<file path="src/rtl/cipher_cmd_ctrl_pkg.sv">
// Shared opcodes, reply codes, block geometry and FSM state encoding for the
// cipher command sequencer.
package cipher_ctrl_pkg;

  localparam logic [7:0] OPC_KEY = 8'h4B;
  localparam logic [7:0] OPC_ENC = 8'h45;

  localparam logic [7:0] RSP_ACK = 8'h06;
  localparam logic [7:0] RSP_NAK = 8'h15;
  localparam logic [7:0] RSP_ERR = 8'h3F;

  localparam int BLOCK_BYTES = 12;
  localparam int BLOCK_W     = 8 * BLOCK_BYTES;

  typedef enum logic [2:0] {
    ST_IDLE     = 3'd0,
    ST_RX_KEY   = 3'd1,
    ST_RX_DATA  = 3'd2,
    ST_SEND_BLK = 3'd3,
    ST_WAIT_RES = 3'd4,
    ST_TX_BLK   = 3'd5,
    ST_TX_BYTE  = 3'd6
  } state_t;

endpackage

</file>
<file path="src/rtl/cipher_cmd_ctrl_if.sv">
// Byte streams (UART RX/TX) and block streams (cipher in/out) of the sequencer.
// Every channel: a transfer happens on a rising edge where tvalid and tready are
// both high; once tvalid is raised, tvalid and tdata stay unchanged until that edge.
interface cipher_cmd_ctrl_if;
  import cipher_ctrl_pkg::*;

  logic [7:0]         s_axis_tdata;
  logic               s_axis_tvalid;
  logic               s_axis_tready;
  logic [7:0]         m_axis_tdata;
  logic               m_axis_tvalid;
  logic               m_axis_tready;
  logic [BLOCK_W-1:0] cipher_tdata;
  logic               cipher_tvalid;
  logic               cipher_tready;
  logic [BLOCK_W-1:0] result_tdata;
  logic               result_tvalid;
  logic               result_tready;

  modport slave (
    input  s_axis_tdata, s_axis_tvalid, output s_axis_tready,
    output m_axis_tdata, m_axis_tvalid, input  m_axis_tready,
    output cipher_tdata, cipher_tvalid, input  cipher_tready,
    input  result_tdata, result_tvalid, output result_tready
  );

  modport master (
    output s_axis_tdata, s_axis_tvalid, input  s_axis_tready,
    input  m_axis_tdata, m_axis_tvalid, output m_axis_tready,
    input  cipher_tdata, cipher_tvalid, output cipher_tready,
    output result_tdata, result_tvalid, input  result_tready
  );

endinterface

</file>
<file path="src/rtl/cipher_cmd_ctrl_block_shifter.sv">
// 96-bit shift register shared by byte deserialise (shift in at LSB) and
// serialise (byte out from MSB), with a 0..11 byte counter and last flag.
module block_shifter
  import cipher_ctrl_pkg::*;
(
  input  logic               clk,
  input  logic               rst_n,
  input  logic               i_clr,
  input  logic               i_load,
  input  logic               i_shift_in,
  input  logic               i_shift_out,
  input  logic [BLOCK_W-1:0] i_load_data,
  input  logic [7:0]         i_byte,
  output logic [BLOCK_W-1:0] o_data,
  output logic [7:0]         o_byte,
  output logic               o_last
);

  logic [BLOCK_W-1:0] r_data;
  logic [3:0]         r_cnt;
  logic               w_last;

  assign w_last = (r_cnt == 4'(BLOCK_BYTES - 1));

  // The counter wraps after the last byte so the next phase starts at zero.
  always_ff @(posedge clk or negedge rst_n) begin
    if (!rst_n) begin
      r_data <= '0;
      r_cnt  <= '0;
    end else if (i_clr) begin
      r_data <= '0;
      r_cnt  <= '0;
    end else if (i_load) begin
      r_data <= i_load_data;
      r_cnt  <= '0;
    end else if (i_shift_in || i_shift_out) begin
      r_data <= {r_data[BLOCK_W-9:0], (i_shift_in ? i_byte : 8'h00)};
      r_cnt  <= w_last ? 4'd0 : r_cnt + 4'd1;
    end
  end

  assign o_data = r_data;
  assign o_byte = r_data[BLOCK_W-1 -: 8];
  assign o_last = w_last;

endmodule

</file>
<file path="src/rtl/cipher_cmd_ctrl.sv">
// Command sequencer between UART byte streams and the 96-bit cipher: loads the key
// ('K'), runs one block ('E'). Optional inter-byte timeout: macro CMD_TIMEOUT_EN.
module cipher_cmd_ctrl
  import cipher_ctrl_pkg::*;
#(
  parameter logic [BLOCK_W-1:0] KEY_INIT       = 96'h0123456789ABCDEF11112222,
  parameter int                 TIMEOUT_CYCLES = 10_000_000
)(
  input  logic                clk,
  input  logic                rst_n,
  cipher_cmd_ctrl_if.slave    io_bus,
  output logic [BLOCK_W-1:0]  key,
  output logic                busy,
  output state_t              o_dbg_state
);

  state_t             r_state, w_nxt;
  logic [BLOCK_W-1:0] r_key, w_sh_data;
  logic [7:0]         r_reply, w_reply, w_tx_byte;
  logic               w_accept, w_timeout, w_last;
  logic               w_sh_clr, w_sh_in, w_sh_out, w_sh_load, w_key_we, w_reply_we;

  assign w_accept = io_bus.s_axis_tvalid && io_bus.s_axis_tready;

  block_shifter u_shifter (
    .clk         (clk),
    .rst_n       (rst_n),
    .i_clr       (w_sh_clr),
    .i_load      (w_sh_load),
    .i_shift_in  (w_sh_in),
    .i_shift_out (w_sh_out),
    .i_load_data (io_bus.result_tdata),
    .i_byte      (io_bus.s_axis_tdata),
    .o_data      (w_sh_data),
    .o_byte      (w_tx_byte),
    .o_last      (w_last)
  );

`ifdef CMD_TIMEOUT_EN
  logic [31:0] r_tmo_cnt;
  logic        w_in_rx;

  assign w_in_rx = (r_state == ST_RX_KEY) || (r_state == ST_RX_DATA);

  always_ff @(posedge clk or negedge rst_n) begin
    if (!rst_n)                    r_tmo_cnt <= '0;
    else if (!w_in_rx || w_accept) r_tmo_cnt <= '0;
    else                           r_tmo_cnt <= r_tmo_cnt + 32'd1;
  end

  assign w_timeout = w_in_rx && !w_accept && (r_tmo_cnt == 32'(TIMEOUT_CYCLES - 1));
`else
  // Constant false: without the timeout the RX states wait indefinitely.
  assign w_timeout = (TIMEOUT_CYCLES < 0);
`endif

  always_ff @(posedge clk or negedge rst_n) begin
    if (!rst_n) begin
      r_state <= ST_IDLE;
      r_key   <= KEY_INIT;
      r_reply <= '0;
    end else begin
      r_state <= w_nxt;
      if (w_key_we)   r_key   <= {w_sh_data[BLOCK_W-9:0], io_bus.s_axis_tdata};
      if (w_reply_we) r_reply <= w_reply;
    end
  end

  always_comb begin
    w_nxt      = r_state;
    w_sh_clr   = 1'b0;
    w_sh_in    = 1'b0;
    w_sh_out   = 1'b0;
    w_sh_load  = 1'b0;
    w_key_we   = 1'b0;
    w_reply_we = 1'b0;
    w_reply    = RSP_ERR;
    unique case (r_state)
      ST_IDLE: begin
        if (w_accept) begin
          if (io_bus.s_axis_tdata == OPC_KEY)      w_nxt = ST_RX_KEY;
          else if (io_bus.s_axis_tdata == OPC_ENC) w_nxt = ST_RX_DATA;
          else begin
            w_nxt      = ST_TX_BYTE;
            w_reply_we = 1'b1;
            w_reply    = RSP_ERR;
          end
        end
      end
      ST_RX_KEY, ST_RX_DATA: begin
        if (w_accept) begin
          w_sh_in = 1'b1;
          if (w_last && (r_state == ST_RX_KEY)) begin
            w_key_we   = 1'b1;
            w_reply_we = 1'b1;
            w_reply    = RSP_ACK;
            w_nxt      = ST_TX_BYTE;
          end else if (w_last) begin
            w_nxt = ST_SEND_BLK;
          end
        end else if (w_timeout) begin
          w_sh_clr   = 1'b1;
          w_reply_we = 1'b1;
          w_reply    = RSP_NAK;
          w_nxt      = ST_TX_BYTE;
        end
      end
      ST_SEND_BLK: if (io_bus.cipher_tready) w_nxt = ST_WAIT_RES;
      ST_WAIT_RES: begin
        if (io_bus.result_tvalid) begin
          w_sh_load = 1'b1;
          w_nxt     = ST_TX_BLK;
        end
      end
      ST_TX_BLK: begin
        if (io_bus.m_axis_tready) begin
          w_sh_out = 1'b1;
          if (w_last) w_nxt = ST_IDLE;
        end
      end
      ST_TX_BYTE: if (io_bus.m_axis_tready) w_nxt = ST_IDLE;
      default:    w_nxt = ST_IDLE;
    endcase
  end

  assign io_bus.s_axis_tready = (r_state == ST_IDLE) || (r_state == ST_RX_KEY) ||
                                (r_state == ST_RX_DATA);
  assign io_bus.m_axis_tvalid = (r_state == ST_TX_BLK) || (r_state == ST_TX_BYTE);
  assign io_bus.m_axis_tdata  = (r_state == ST_TX_BYTE) ? r_reply : w_tx_byte;
  assign io_bus.cipher_tvalid = (r_state == ST_SEND_BLK);
  assign io_bus.cipher_tdata  = w_sh_data;
  assign io_bus.result_tready = (r_state == ST_WAIT_RES);

  assign key         = r_key;
  assign busy        = (r_state != ST_IDLE);
  assign o_dbg_state = r_state;

endmodule

</file>
<file path="src/flat_wrapper.sv">
// flat-port wrapper written by rule: the top's interface ports become plain ports
module cipher_cmd_ctrl_flat import cipher_ctrl_pkg::*;
#(
  parameter logic [BLOCK_W-1:0] KEY_INIT       = 96'h0123456789ABCDEF11112222,
  parameter int                 TIMEOUT_CYCLES = 10_000_000
)
  (clk, rst_n, key, busy, o_dbg_state, io_bus_s_axis_tdata, io_bus_s_axis_tvalid, io_bus_s_axis_tready, io_bus_m_axis_tdata, io_bus_m_axis_tvalid, io_bus_m_axis_tready, io_bus_cipher_tdata, io_bus_cipher_tvalid, io_bus_cipher_tready, io_bus_result_tdata, io_bus_result_tvalid, io_bus_result_tready);
  cipher_cmd_ctrl_if io_bus_i ();
  input  logic clk;
  input  logic rst_n;
  output logic [BLOCK_W-1:0] key;
  output logic busy;
  output state_t o_dbg_state;
  input wire logic [$bits(io_bus_i.s_axis_tdata)-1:0] io_bus_s_axis_tdata;
  input wire logic [$bits(io_bus_i.s_axis_tvalid)-1:0] io_bus_s_axis_tvalid;
  output wire logic [$bits(io_bus_i.s_axis_tready)-1:0] io_bus_s_axis_tready;
  output wire logic [$bits(io_bus_i.m_axis_tdata)-1:0] io_bus_m_axis_tdata;
  output wire logic [$bits(io_bus_i.m_axis_tvalid)-1:0] io_bus_m_axis_tvalid;
  input wire logic [$bits(io_bus_i.m_axis_tready)-1:0] io_bus_m_axis_tready;
  output wire logic [$bits(io_bus_i.cipher_tdata)-1:0] io_bus_cipher_tdata;
  output wire logic [$bits(io_bus_i.cipher_tvalid)-1:0] io_bus_cipher_tvalid;
  input wire logic [$bits(io_bus_i.cipher_tready)-1:0] io_bus_cipher_tready;
  input wire logic [$bits(io_bus_i.result_tdata)-1:0] io_bus_result_tdata;
  input wire logic [$bits(io_bus_i.result_tvalid)-1:0] io_bus_result_tvalid;
  output wire logic [$bits(io_bus_i.result_tready)-1:0] io_bus_result_tready;
  assign io_bus_i.s_axis_tdata = io_bus_s_axis_tdata;
  assign io_bus_i.s_axis_tvalid = io_bus_s_axis_tvalid;
  assign io_bus_s_axis_tready = io_bus_i.s_axis_tready;
  assign io_bus_m_axis_tdata = io_bus_i.m_axis_tdata;
  assign io_bus_m_axis_tvalid = io_bus_i.m_axis_tvalid;
  assign io_bus_i.m_axis_tready = io_bus_m_axis_tready;
  assign io_bus_cipher_tdata = io_bus_i.cipher_tdata;
  assign io_bus_cipher_tvalid = io_bus_i.cipher_tvalid;
  assign io_bus_i.cipher_tready = io_bus_cipher_tready;
  assign io_bus_i.result_tdata = io_bus_result_tdata;
  assign io_bus_i.result_tvalid = io_bus_result_tvalid;
  assign io_bus_result_tready = io_bus_i.result_tready;
  cipher_cmd_ctrl #(.KEY_INIT(KEY_INIT), .TIMEOUT_CYCLES(TIMEOUT_CYCLES)) u_core (.clk(clk), .rst_n(rst_n), .io_bus(io_bus_i), .key(key), .busy(busy), .o_dbg_state(o_dbg_state));
endmodule
</file>
<file path="config.mk">
export PLATFORM = sky130hd
export DESIGN_NAME = cipher_cmd_ctrl_flat
export DESIGN_NICKNAME = d
export VERILOG_FILES = /design/src/rtl/cipher_cmd_ctrl_pkg.sv /design/src/rtl/cipher_cmd_ctrl_if.sv /design/src/rtl/cipher_cmd_ctrl_block_shifter.sv /design/src/rtl/cipher_cmd_ctrl.sv /design/src/flat_wrapper.sv
export SDC_FILE = /design/constraint.sdc
export NUM_CORES = 1
export LEC_CHECK = 0
export BUFFER_PORTS_ARGS = -buffer_cell sky130_fd_sc_hd__buf_2
export CORE_MARGIN = 2
export CORE_UTILIZATION = 40
export CTS_BUF_LIST = sky130_fd_sc_hd__clkbuf_4
export CTS_CLUSTER_DIAMETER = 100
export DETAILED_ROUTE_END_ITERATION = 10
export GPL_ROUTABILITY_DRIVEN = 0
export HOLD_SLACK_MARGIN = 0.06
export PLACE_DENSITY = 0.69
export SYNTH_ARGS = -nofsm -noshare
export SYNTH_HDL_FRONTEND = slang
export SYNTH_SLANG_ARGS = --single-unit
</file>
<file path="constraint.sdc">
create_clock -name clk -period 1.9 [get_ports clk]
set_input_delay 0.095 -clock clk [delete_from_list [all_inputs] [get_ports clk]]
set_output_delay 0.095 -clock clk [all_outputs]
set_load 0.02 [all_outputs]
</file>
# Word-level counts from Yosys, hierarchy flattened
# Index checks and enable logic that the tools add are counted.
# op_classes
addsub	1
eq_ne	17
muxes	35
reduce_logical	11
# op_table
operator	n
$mux W96	2
$mux W3	11
$mux W6	3
$pmux W3 S6	1
$eq A8 B7 Y1 const B	2
$mux W8	2
$mux W1	12
$mux W4	3
$eq A3 B3 Y1 const B	3
$ne A2 B2 Y1 const B	4
$reduce_and A8 Y1	1
$eq A3 B2 Y1 const B	2
$ne A2 B1 Y1 const B	3
$add A4 B1 Y4 const B	1
$eq A4 B4 Y1 const B	1
$logic_or A1 B1 Y1	4
$eq A3 B1 Y1 const B	1
$logic_not A3 Y1	1
$ne A3 B2 Y1 const B	1
$reduce_bool A3 Y1	1
$logic_and A1 B1 Y1	2
$pmux W1 S2	1
$reduce_bool A2 Y1	1
$reduce_or A2 Y1	1
# word_totals
regBits	207
inputBits	110
output_inout_bits	208
word_cells	69

# Depth between registers and ports, before layout
# Gate-level depths: netlist of the first run.
# depth
depth_word	9
ltp_mapped	8
mapped_depth_nobuf	6

# Modules after synthesis
# Synthesis of the first run repeated with hierarchy kept, for this count alone.
# unflattened
hier_cells	724
hier_area_um2	9132.5
# by_module_without_submodules
mod	n_inst	cells_each	area_each_um2	seq_area_each_um2
block_shifter	1	453	4937.2	2502.4
cipher_cmd_ctrl	1	271	4195.3	2577.5

# Worst setup path before layout of the first run
# Ideal clock, no wire load.
# synth_path
kind	flip-flop to flip-flop
startpoint	register u_core.r_state[0], in the netlist u_core.o_dbg_state[0]
endpoint	register u_core.r_key[86], in the netlist u_core.key[86]
setup_time_ns	0.128
t_arrival_ns	1.899
required_ns	1.772
slack_ns	-0.127
stages_incl_launch_ff	9
n_path_buf	4
period_less_slack_ns	2.027
path_cell_list	dfrtp_1 xor2_1 and3_1 buf_6 and3_1 buf_6 buf_8 buf_6 mux2_1
# synth_via
elab_chain_len	6
word_cells_on_any_way	11
cone_classes	eq/ne (2); mux (3); reduce/logical (6)
# synth_lines
element	line	text
start, declared	cipher_cmd_ctrl.sv:17	state_t r_state, w_nxt;
start signal, assigned	cipher_cmd_ctrl.sv:63	r_state <= w_nxt;
$eq A3 B1 Y1 or $logic_not A3 Y1 (tied branches)	cipher_cmd_ctrl.sv:78, cipher_cmd_ctrl.sv:93, cipher_cmd_ctrl.sv:126	
$logic_or A1 B1 Y1 (2 in series)	cipher_cmd_ctrl.sv:126	assign io_bus.s_axis_tready = (r_state == ST_IDLE) || (r_state == ST_RX_KEY) ||
$logic_and A1 B1 Y1	cipher_cmd_ctrl.sv:23	assign w_accept = io_bus.s_axis_tvalid && io_bus.s_axis_tready;
$mux W1	n/a	
$mux W1 (*)	cipher_cmd_ctrl.sv:78	unique case (r_state)
end signal, assigned	cipher_cmd_ctrl.sv:64	if (w_key_we) r_key <= {w_sh_data[BLOCK_W-9:0], io_bus.s_axis_tdata};
end, declared	cipher_cmd_ctrl.sv:18	logic [BLOCK_W-1:0] r_key, w_sh_data;
# Every way passes the cells marked *; elsewhere a longest branch is shown, timed or not.
# A chain may end at the register's enable or synchronous reset.

# Final worst setup path of the first run
# layout_path
startpoint	register u_core.r_state[1], in the netlist u_core.o_dbg_state[1]
endpoint	register u_core.r_key[73], in the netlist u_core.key[73]
# Same word-level chain as after synthesis.

==> results of run 1 <==
-- repair_timing --
item | CTS | global route
endpoints found under the hold margin | 285 | 0
resized for setup | 55 | 106
hold buffers | 108 | 0
gates cloned | 0 | 27
endpoints found under the setup margin | 11 | 206
buffers inserted | 7 | 11
pin swaps | 1 | 2
-- worst min-delay path by stage --
stage	startpoint	to	slack, ns	cells after the start
after floorplan	rst_n	u_core.key[0]	-0.20	0
after global placement	rst_n	u_core.key[26]	0.16	1
after detailed placement	rst_n	u_core.key[26]	0.17	1
after CTS	io_bus_result_tvalid	u_core.u_shifter.r_cnt[1]	0.09	5
after global routing	io_bus_result_tvalid	u_core.u_shifter.r_cnt[1]	0.13	5
final	io_bus_result_tvalid	u_core.u_shifter.r_cnt[1]	0.16	5
-- critical path, cell delays in order, from the launching register on --
cell and delay [ns]:
dfrtp_2 0.41, buf_4 0.14, xor2_2 0.16, and3_4 0.22, and3_4 0.24, buf_12 0.17
clkbuf_16 0.18, mux2_2 0.32
-- Yosys cell counts, types with 2 or more instances --
master / n / area share [%]
a21oi_1: 3 / 0.17
a222oi_1: 8 / 0.92
a22o_1: 2 / 0.20
and2_1: 2 / 0.14
and3_1: 5 / 0.36
buf_2: 21 / 1.2
buf_4: 8 / 0.69
buf_6: 3 / 0.39
buf_8: 2 / 0.35
clkbuf_1: 13 / 0.56
dfrtp_1: 161 / 46
dfstp_2: 40 / 12
inv_1: 11 / 0.48
mux2_1: 19 / 2.5
mux2_2: 80 / 10
mux2i_1: 88 / 10
nand2_1: 105 / 4.5
nand3_1: 2 / 0.12
nor2_1: 4 / 0.17
nor2b_1: 4 / 0.29
nor3_1: 4 / 0.23
o21ai_0: 93 / 5.4
o31ai_1: 2 / 0.17
-- layout make-up --
| class | count | area, µm² |
|---|---|---|
| clock inverters | 11 | 43.79 |
| multi-input cells | 441 | 3652 |
| well taps | 275 | 344.1 |
| flip-flops and latches | 201 | 5084 |
| clock buffers | 87 | 653.1 |
| diodes | 2 | 5.005 |
| fillers | 1546 | 7330 |
| repair buffers | 502 | 4001 |
| inverters | 11 | 41.29 |
-- layer usage --
metal / wire length, µm / up-vias / GRT usage, % / share of wire, %
met5: 0 / - / 0 / 0
met4: 1105 / 0 / 8.411 / 3.5
met3: 2246 / 86 / 6.024 / 7.2
met2: 15560 / 399 / 36.40 / 50
met1: 12330 / 3887 / 27.82 / 39
li1: - / 3542 / - / -
-- power by group --
group / total [mW] / switching [mW] / internal, mW / leakage [nW]
Clock: 3.86 / 1.79 / 2.06 / 0.425
Sequential: 6.40 / 1.13 / 5.27 / 2.56
Combinational: 7.51 / 4.22 / 3.29 / 3.86
Total: 17.8 / 7.15 / 10.6 / 6.85
-- per-stage QoR --
| stage | setup slack (ns) | utilization [%] |
|---|---|---|
| 2_1_floorplan | -0.06069 | - |
| 3_3_place_gp | 0.06403 | 50.86 |
| 3_5_place_dp | 0.01762 | 50.86 |
| 4_1_cts | -0.07768 | 60.13 |
| 5_1_grt | -0.1455 | 65.35 |
| 6_report | -0.08747 | 65.35 |
-- sequential cells by signal, indices dropped and copies added, names as in the netlist --
register	count
u_core.o_dbg_state	3
u_core.u_shifter.o_data	96
u_core.u_shifter.r_cnt	4
u_core.key	96
u_core.r_reply	2
-- cells by family (layout without fill, tap and decap cells) --
logic type      count (synthesis)  count (layout)  share of synthesized area, %
simple gates                  135             135                         6.643
buf+inv                        58             611                         3.682
xor+xnor                        1               1                        0.1011
other cells                     0               2                             0
mux                           187             187                         23.03
fa+ha+maj                       1               1                        0.1444
compound gates                117             117                         7.769
flops                         201             201                         58.63
==> impl_metrics.csv, run 1 <==
group,metric,value,unit
run_status,outcome,"finished, violations left",
run_status,violations,"negative setup slack",
cts,cts_root_buf,"clkbuf_4",
floorplanning,io-pin-count,318,
logic_synthesis,mappedNetlistNets,811,
timing,setup_slack,-0.08747,ns
logic_synthesis,ys.flop_type,"dfrtp_1",
timing,rsz0062_at_grt,"true",
timing,finalHoldViolCount,0,
timing,setup_viol,132,
floorplanning,design.core.area,0.02115,mm²
worst_setup_path,reg2reg_slack,-0.09,ns
worst_setup_path,critPathLaunchType,"register",
placed_design,hpwlAfterDp,17440,µm
run,maxCapViolCount,0,
cells_and_area,nNetsFinal,1322,
worst_setup_path,critPathMaxFanout,8,
global_routing,grt_antenna_before_repair,1,
routing,dr.pass1.iters,6,
routing,wl_per_cell,20.42,µm
timing,finalClockSkew,0.02746,ns
timing,setup_tns,-3.783,ns
floorplanning,die_w,151.2,µm
routing,wl,31240,µm
cells_and_area,final_cell_mix,"buf_2 (309), dfrtp_1 (158), dlygate4sd3_1 (108)",
worst_setup_path,worstRegToRegCells,7,
power_and_ir_drop,p_leak,6.846,nW
global_routing,grt.total_usage,22.10,%
global_routing,grt_max_degree,70,
timing,final_max_slew_viol_count,0,
timing,worst_pin_slew,0.6331,ns
worst_setup_path,critical_path_arrival,2.49,ns
logic_synthesis,synth-async-reset-ratio,100.0,%
worst_setup_path,r2r-start,"u_core.o_dbg_state[1]",
logic_synthesis,yosysSeqAreaShare,58.63,%
logic_synthesis,synthCells,700,
worst_setup_path,cp-end-kind,"register",
floorplanning,start_util,40.96,%
placed_design,place_area,0.01076,mm²
timing,finalCritPeriodShare,104.6,%
routing,ant_nets,0,
logic_synthesis,netlist_area,0.008665,mm²
routing,drtIter0Drc,377,
timing,worst_hold_slack,0.1600,ns
routing,vias,7914,
timing,slew_headroom,57.80,%
worst_setup_path,cp.required,2.40,ns
cts,cts_buffers,54,
floorplanning,die_y,151.2,µm
global_routing,grt_pass1_vias,7447,
routing,routed_via_density,5.173,
floorplanning,rows,53,
timing,fmax,503.2,MHz
cells_and_area,fin_area,0.01382,mm²
logic_synthesis,synth_enable_flop_cells,0,
logic_synthesis,syn_area_per_cell,12.38,µm²
worst_setup_path,criticalPathCategory,"register to register",
worst_setup_path,critPathLaunch,"u_core.o_dbg_state[1]",
worst_setup_path,regToRegEndpoint,"u_core.key[73]",
cts,clk_latency,0.63,ns
worst_hold_path,hold_class,"primary input to register",
global_routing,grt_pass1_wl,39650,µm
worst_setup_path,crit_end,"u_core.key[73]",
cts,ctsHtreeMaxLevel,2,
routing,drc_errors,0,
logic_synthesis,synth_warnings,0,
cts,clk_pin_slew,0.07,ns
logic_synthesis,ys_ff_latch,201,
logic_synthesis,synthDistinctLibCells,43,
placed_design,dpl.cell_count,1278,
floorplanning,fp.dieArea,0.02286,mm²
cts,cts_tree,"built",
power_and_ir_drop,p_per_area,1285,mW/mm²
placed_design,port_buffers,317,
cells_and_area,layout-drive-gt1-share,51.32,%
power_and_ir_drop,power,17.77,mW
timing,min_period,1.987,ns
cts,ctsLongestPathBuffers,3,
cells_and_area,area_growth,59.55,%
global_routing,grt-ovfl-total,0,
power_and_ir_drop,max-vdd-ir-drop,886.3,µV
cts,cts_sinks,201,
cells_and_area,fin_cells,1530,
cells_and_area,final_common_cell,"buf_2",
Note: power is estimated with default switching activity, not from simulation.
==> run 2, diff against run 1 <==
--- a/config.mk
+++ b/config.mk
@@ -6,6 +6,7 @@
 export NUM_CORES = 1
 export LEC_CHECK = 0
 export BUFFER_PORTS_ARGS = -buffer_cell sky130_fd_sc_hd__buf_2
+export CORE_ASPECT_RATIO = 1.2
 export CORE_MARGIN = 2
 export CORE_UTILIZATION = 40
 export CTS_BUF_LIST = sky130_fd_sc_hd__clkbuf_4
==> impl_metrics.csv, run 2 (synthesized netlist as in run 1, its figures left out) <==
group,metric,value,unit
cells_and_area,fin_cells,1536,
timing,finalCritPeriodShare,104.2,%
cts,ctsLongestPathBuffers,3,
cts,cts_sinks,201,
worst_setup_path,reg2reg_slack,-0.08,ns
timing,final_max_slew_viol_count,0,
worst_hold_path,hold_class,"primary input to register",
timing,worst_pin_slew,0.3393,ns
timing,fmax,504.9,MHz
floorplanning,rows,59,
placed_design,place_area,0.01091,mm²
cells_and_area,nNetsFinal,1329,
cts,ctsHtreeMaxLevel,2,
worst_hold_path,hp-start,"io_bus_cipher_tready",
routing,drtIter0Drc,401,
cells_and_area,final_core_utilization,62.93,%
worst_setup_path,critical_path_arrival,2.52,ns
timing,min_period,1.981,ns
placed_design,dpl.cell_count,1292,
placed_design,port_buffers,317,
worst_setup_path,critPathMostFrequentCell,"buf_12",
timing,finalClockSkew,0.05336,ns
worst_setup_path,r2r-start,"u_core.o_dbg_state[0]",
power_and_ir_drop,p_leak,6.810,nW
timing,setup_tns,-3.184,ns
global_routing,grt_pass1_vias,7881,
routing,wl,28790,µm
timing,setup_slack,-0.08075,ns
routing,routed_via_density,5.042,
worst_setup_path,critPathMaxFanout,5,
worst_setup_path,worstRegToRegCells,11,
cells_and_area,final_cell_mix,"buf_2 (306), dfrtp_1 (158), dlygate4sd3_1 (108)",
power_and_ir_drop,power,18.12,mW
routing,drc_errors,0,
timing,setup_viol,113,
timing,slew_headroom,76.73,%
run_status,violations,"negative setup slack",
cells_and_area,layout-drive-gt1-share,51.63,%
worst_setup_path,crit_end,"u_core.u_shifter.o_data[95]",
floorplanning,design.core.area,0.02148,mm²
worst_setup_path,regToRegEndpoint,"u_core.u_shifter.o_data[95]",
global_routing,grt_pass1_wl,42940,µm
global_routing,grt.total_usage,23.44,%
cells_and_area,area_growth,56.01,%
worst_setup_path,critPathLaunch,"u_core.o_dbg_state[0]",
power_and_ir_drop,max-vdd-ir-drop,940.1,µV
floorplanning,die_w,138.4,µm
worst_setup_path,critPathLaunchType,"register",
routing,dr.pass1.iters,5,
floorplanning,io-pin-count,318,
cts,clk_latency,0.65,ns
routing,vias,7745,
routing,wl_per_cell,18.75,µm
cts,cts_root_buf,"clkbuf_4",
timing,rsz0062_at_grt,"true",
power_and_ir_drop,p_per_area,1340,mW/mm²
worst_setup_path,cp.required,2.44,ns
worst_setup_path,cpMaxStageDelayCell,"dfrtp_2",
run_status,outcome,"finished, violations left",
worst_setup_path,criticalPathCategory,"register to register",
global_routing,grt_max_degree,41,
floorplanning,start_util,40.33,%
worst_setup_path,cp_top_family,"buffers and inverters",
global_routing,grt_antenna_before_repair,2,
worst_setup_path,cpPeakStageDelay,0.41,ns
cells_and_area,final_common_cell,"buf_2",
worst_setup_path,worst-path-buf-inv,6,
cts,cts_buffers,52,
cts,clk_pin_slew,0.07,ns
routing,ant_nets,0,
floorplanning,die_y,165.2,µm
worst_setup_path,cp-end-kind,"register",
worst_setup_path,crit_cells,11,
global_routing,grt-ovfl-total,0,
cts,cts_tree,"built",
timing,finalHoldViolCount,0,
floorplanning,fp.dieArea,0.02286,mm²
worst_setup_path,path_cells,"buf_4 -> xor2_1 -> and3_4 -> buf_6 -> a31oi_4 -> buf_12 -> buf_12 -> buf_12 -> buf_16 -> nand2_1 -> o21ai_1",
run,maxCapViolCount,0,
placed_design,hpwlAfterDp,17450,µm
cells_and_area,fin_area,0.01352,mm²
run 2: stage by stage:
stage	hold slack, ns	setup WS, ns
final	0.1498	-0.08075
after global routing	0.1228	-0.1691
after CTS	0.1178	-0.1070
after detailed placement	0.1328	-0.005899
after global placement	0.1267	0.03001
after floorplan	-0.2006	-0.06069
run 2: how the worst min path moves through the flow:
stage	to	slack, ns	depth (start not counted)
floorplan	u_core.key[0]	-0.20	0
global placement	u_core.key[68]	0.13	1
detailed placement	u_core.key[68]	0.13	1
CTS	u_core.u_shifter.o_data[1]	0.12	4
global route	u_core.o_dbg_state[1]	0.12	6
finish	u_core.o_dbg_state[1]	0.15	6
run 2: layout make-up:
cell class	count	area, µm²
sequential	201	5084
inverter	11	41.29
antenna	1	2.502
fill	1628	7964
timing repair buffer	510	3900
tap	274	342.8
clock inverter	6	22.52
multi-input combinational	442	3442
clock buffer	91	683.2
run 2: worst reg2reg max path, delay by kind of cell, from the launching register on:
kind | cells | cell delay (ns)
flip-flops | 1 | 0.41
buffers and inverters | 6 | 0.76
AND/OR/NAND/NOR | 2 | 0.22
AO/OA/AOI/OAI | 2 | 0.34
XOR/XNOR | 1 | 0.15
run 2: routing by layer:
| layer | vias up | GRT usage (%) | share of wire (%) |
|---|---|---|---|
| met4 | 2 | 8.581 | 2.8 |
| li1 | 3548 | - | - |
| met1 | 3782 | 28.14 | 39 |
| met5 | - | 0 | 0.045 |
| met2 | 345 | 41.47 | 51 |
| met3 | 68 | 5.479 | 6.7 |
run 2: timing repair:
item / 4_1_cts / 5_1_grt
gates cloned: 6 / 7
hold buffers: 109 / 0
endpoints found under the hold margin: 296 / 0
setup buffers: 18 / 9
setup endpoints to repair: 32 / 200
resized for setup: 87 / 33
pin swaps: 4 / 3
run 2: report_power, final:
part | switching (mW) | internal, mW | total [mW] | leakage [nW]
sequential | 1.11 | 5.27 | 6.37 | 2.56
combinational | 4.28 | 3.53 | 7.82 | 3.82
clock | 1.80 | 2.13 | 3.93 | 0.433
==> run 3, diff against run 2 <==
--- a/config.mk
+++ b/config.mk
@@ -15,6 +15,7 @@
 export GPL_ROUTABILITY_DRIVEN = 0
 export HOLD_SLACK_MARGIN = 0.06
 export PLACE_DENSITY = 0.69
+export RECOVER_POWER = 50
 export SYNTH_ARGS = -nofsm -noshare
 export SYNTH_HDL_FRONTEND = slang
 export SYNTH_SLANG_ARGS = --single-unit
==> impl_metrics.csv, run 3 (synthesized netlist as in run 1, its figures left out) <==
group,metric,value,unit
placed_design,place_area,0.01091,mm²
worst_setup_path,cp-end-kind,"register",
floorplanning,design.core.area,0.02148,mm²
timing,final_max_slew_viol_count,22,
floorplanning,fp.dieArea,0.02286,mm²
routing,dr.pass1.iters,5,
routing,drc_errors,0,
cts,cts_root_buf,"clkbuf_4",
cells_and_area,fin_cells,1536,
cells_and_area,nNetsFinal,1329,
power_and_ir_drop,swShare,39.65,%
cts,ctsLongestPathBuffers,3,
placed_design,hpwlAfterDp,17450,µm
worst_setup_path,cp.required,2.44,ns
timing,setup_tns,-3.134,ns
floorplanning,start_util,40.33,%
cts,clk_pin_slew,0.07,ns
floorplanning,io-pin-count,318,
global_routing,grt_max_degree,41,
routing,vias,7750,
worst_setup_path,criticalPathCategory,"register to register",
floorplanning,die_y,165.2,µm
worst_setup_path,critical_path_arrival,2.52,ns
floorplanning,die_w,138.4,µm
cells_and_area,fin_area,0.01347,mm²
cells_and_area,final_common_cell,"buf_2",
placed_design,dpl_worst_slack,-0.005899,ns
run,maxCapViolCount,1,
cts,clk_latency,0.65,ns
timing,worst_pin_slew,1.935,ns
power_and_ir_drop,p_leak,6.748,nW
global_routing,grt_pass1_wl,42940,µm
global_routing,grt_pass1_vias,7881,
timing,setup_viol,114,
run_status,violations,"max-capacitance violations, max-slew violations, negative setup slack",
cells_and_area,area_growth,55.41,%
timing,setup_slack,-0.07989,ns
cts,cts_sinks,201,
timing,finalClockSkew,0.05341,ns
timing,rsz0062_at_grt,"true",
routing,routed_via_density,5.046,
power_and_ir_drop,pwr-share-clk,21.7,%
worst_setup_path,critPathMaxFanout,5,
placed_design,dpl.cell_count,1292,
routing,drtIter0Drc,402,
timing,fmax,505.1,MHz
power_and_ir_drop,p_per_area,1344,mW/mm²
run_status,outcome,"finished, violations left",
power_and_ir_drop,combPwrFrac,43.1,%
timing,slew_headroom,-29.03,%
routing,wl_per_cell,18.74,µm
placed_design,port_buffers,317,
cells_and_area,layout-drive-gt1-share,50.75,%
cts,cts_tree,"built",
global_routing,grt.total_usage,23.44,%
floorplanning,rows,59,
global_routing,grt_antenna_before_repair,2,
power_and_ir_drop,seqPwrFrac,35.2,%
timing,finalHoldViolCount,0,
power_and_ir_drop,power,18.10,mW
timing,min_period,1.980,ns
timing,finalCritPeriodShare,104.2,%
cts,ctsHtreeMaxLevel,2,
cells_and_area,final_cell_mix,"buf_2 (296), dfrtp_1 (158), dlygate4sd3_1 (108)",
worst_setup_path,critPathLaunchType,"register",
worst_hold_path,hold_class,"primary input to register",
cts,cts_buffers,52,
routing,ant_nets,0,
power_and_ir_drop,internal-power,10.92,mW
power_and_ir_drop,max-vdd-ir-drop,940.9,µV
power_and_ir_drop,p_sw,7.176,mW
routing,wl,28780,µm
global_routing,grt-ovfl-total,0,
[run 3: cell count changes in the layout (fill, tap and decap cells not counted)]
| cell | change |
|---|---|
| clkbuf_1 | +11 |
| buf_6 | +2 |
| buf_12 | -1 |
| clkbuf_8 | -1 |
| clkbuf_4 | +3 |
| buf_2 | -10 |
| clkbuf_2 | +2 |
| buf_4 | -5 |
| buf_16 | -1 |
[run 3: metrics by stage]
step                hold WS (ns)  utilization, %
floorplan                -0.2006               -
finish                    0.1468           62.68
detailed placement        0.1328           50.78
global route              0.1228           62.68
global placement          0.1267           50.78
CTS                       0.1178           61.44
[run 3: worst paths after layout]
check | to | startpoint | cells past startpoint | slack, ns
min in group asynchronous | u_core.key[66] | rst_n | 2 | 1.23
min | u_core.o_dbg_state[1] | io_bus_cipher_tready | 6 | 0.15
min reg2reg | u_core.key[90] | u_core.key[90] | 1 | 0.49
max in group asynchronous | u_core.key[64] | rst_n | 3 | 0.06
max | u_core.u_shifter.o_data[95] | u_core.o_dbg_state[0] | 11 | -0.08
max reg2reg | u_core.u_shifter.o_data[95] | u_core.o_dbg_state[0] | 11 | -0.08
[run 3: routing by layer]
metal	global-route usage [%]	share of wire [%]
met5	0	0.045
met4	8.581	2.8
met3	5.479	6.3
met2	41.47	51
met1	28.14	40
[run 3: final cells by class]
cell class | count | area [µm²]
Fill cell | 1640 | 8016
Clock inverter | 6 | 22.52
Multi-Input combinational cell | 442 | 3442
Clock buffer | 91 | 683.2
Sequential cell | 201 | 5084
Inverter | 11 | 41.29
Tap cell | 274 | 342.8
Antenna cell | 1 | 2.502
Timing Repair Buffer | 510 | 3847
[run 3: power groups by stage]
stage               logic, mW  registers [mW]  clock network, mW
floorplan                2.60            7.09                  0
global placement         5.73            6.38                  0
detailed placement       5.87            6.40                  0
CTS                      7.29            6.34               4.02
global route             8.41            6.48               4.25
finish                   7.80            6.37               3.93
[run 3: what timing repair did]
action / 4_1_cts / 5_1_grt
gates resized for setup: 87 / 33
setup buffers: 18 / 9
gates cloned: 6 / 7
pin swaps: 4 / 3
hold endpoints to repair: 296 / 0
hold buffers: 109 / 0
setup endpoints to repair: 32 / 200
[run 3: critical path, stage by stage (launching register included)]
cell and delay, ns:
dfrtp_2 0.41, buf_4 0.14, xor2_1 0.15, and3_4 0.17
buf_6 0.12, a31oi_4 0.26, buf_12 0.15, buf_12 0.12
buf_12 0.11, buf_16 0.11, nand2_1 0.05, o21ai_1 0.08
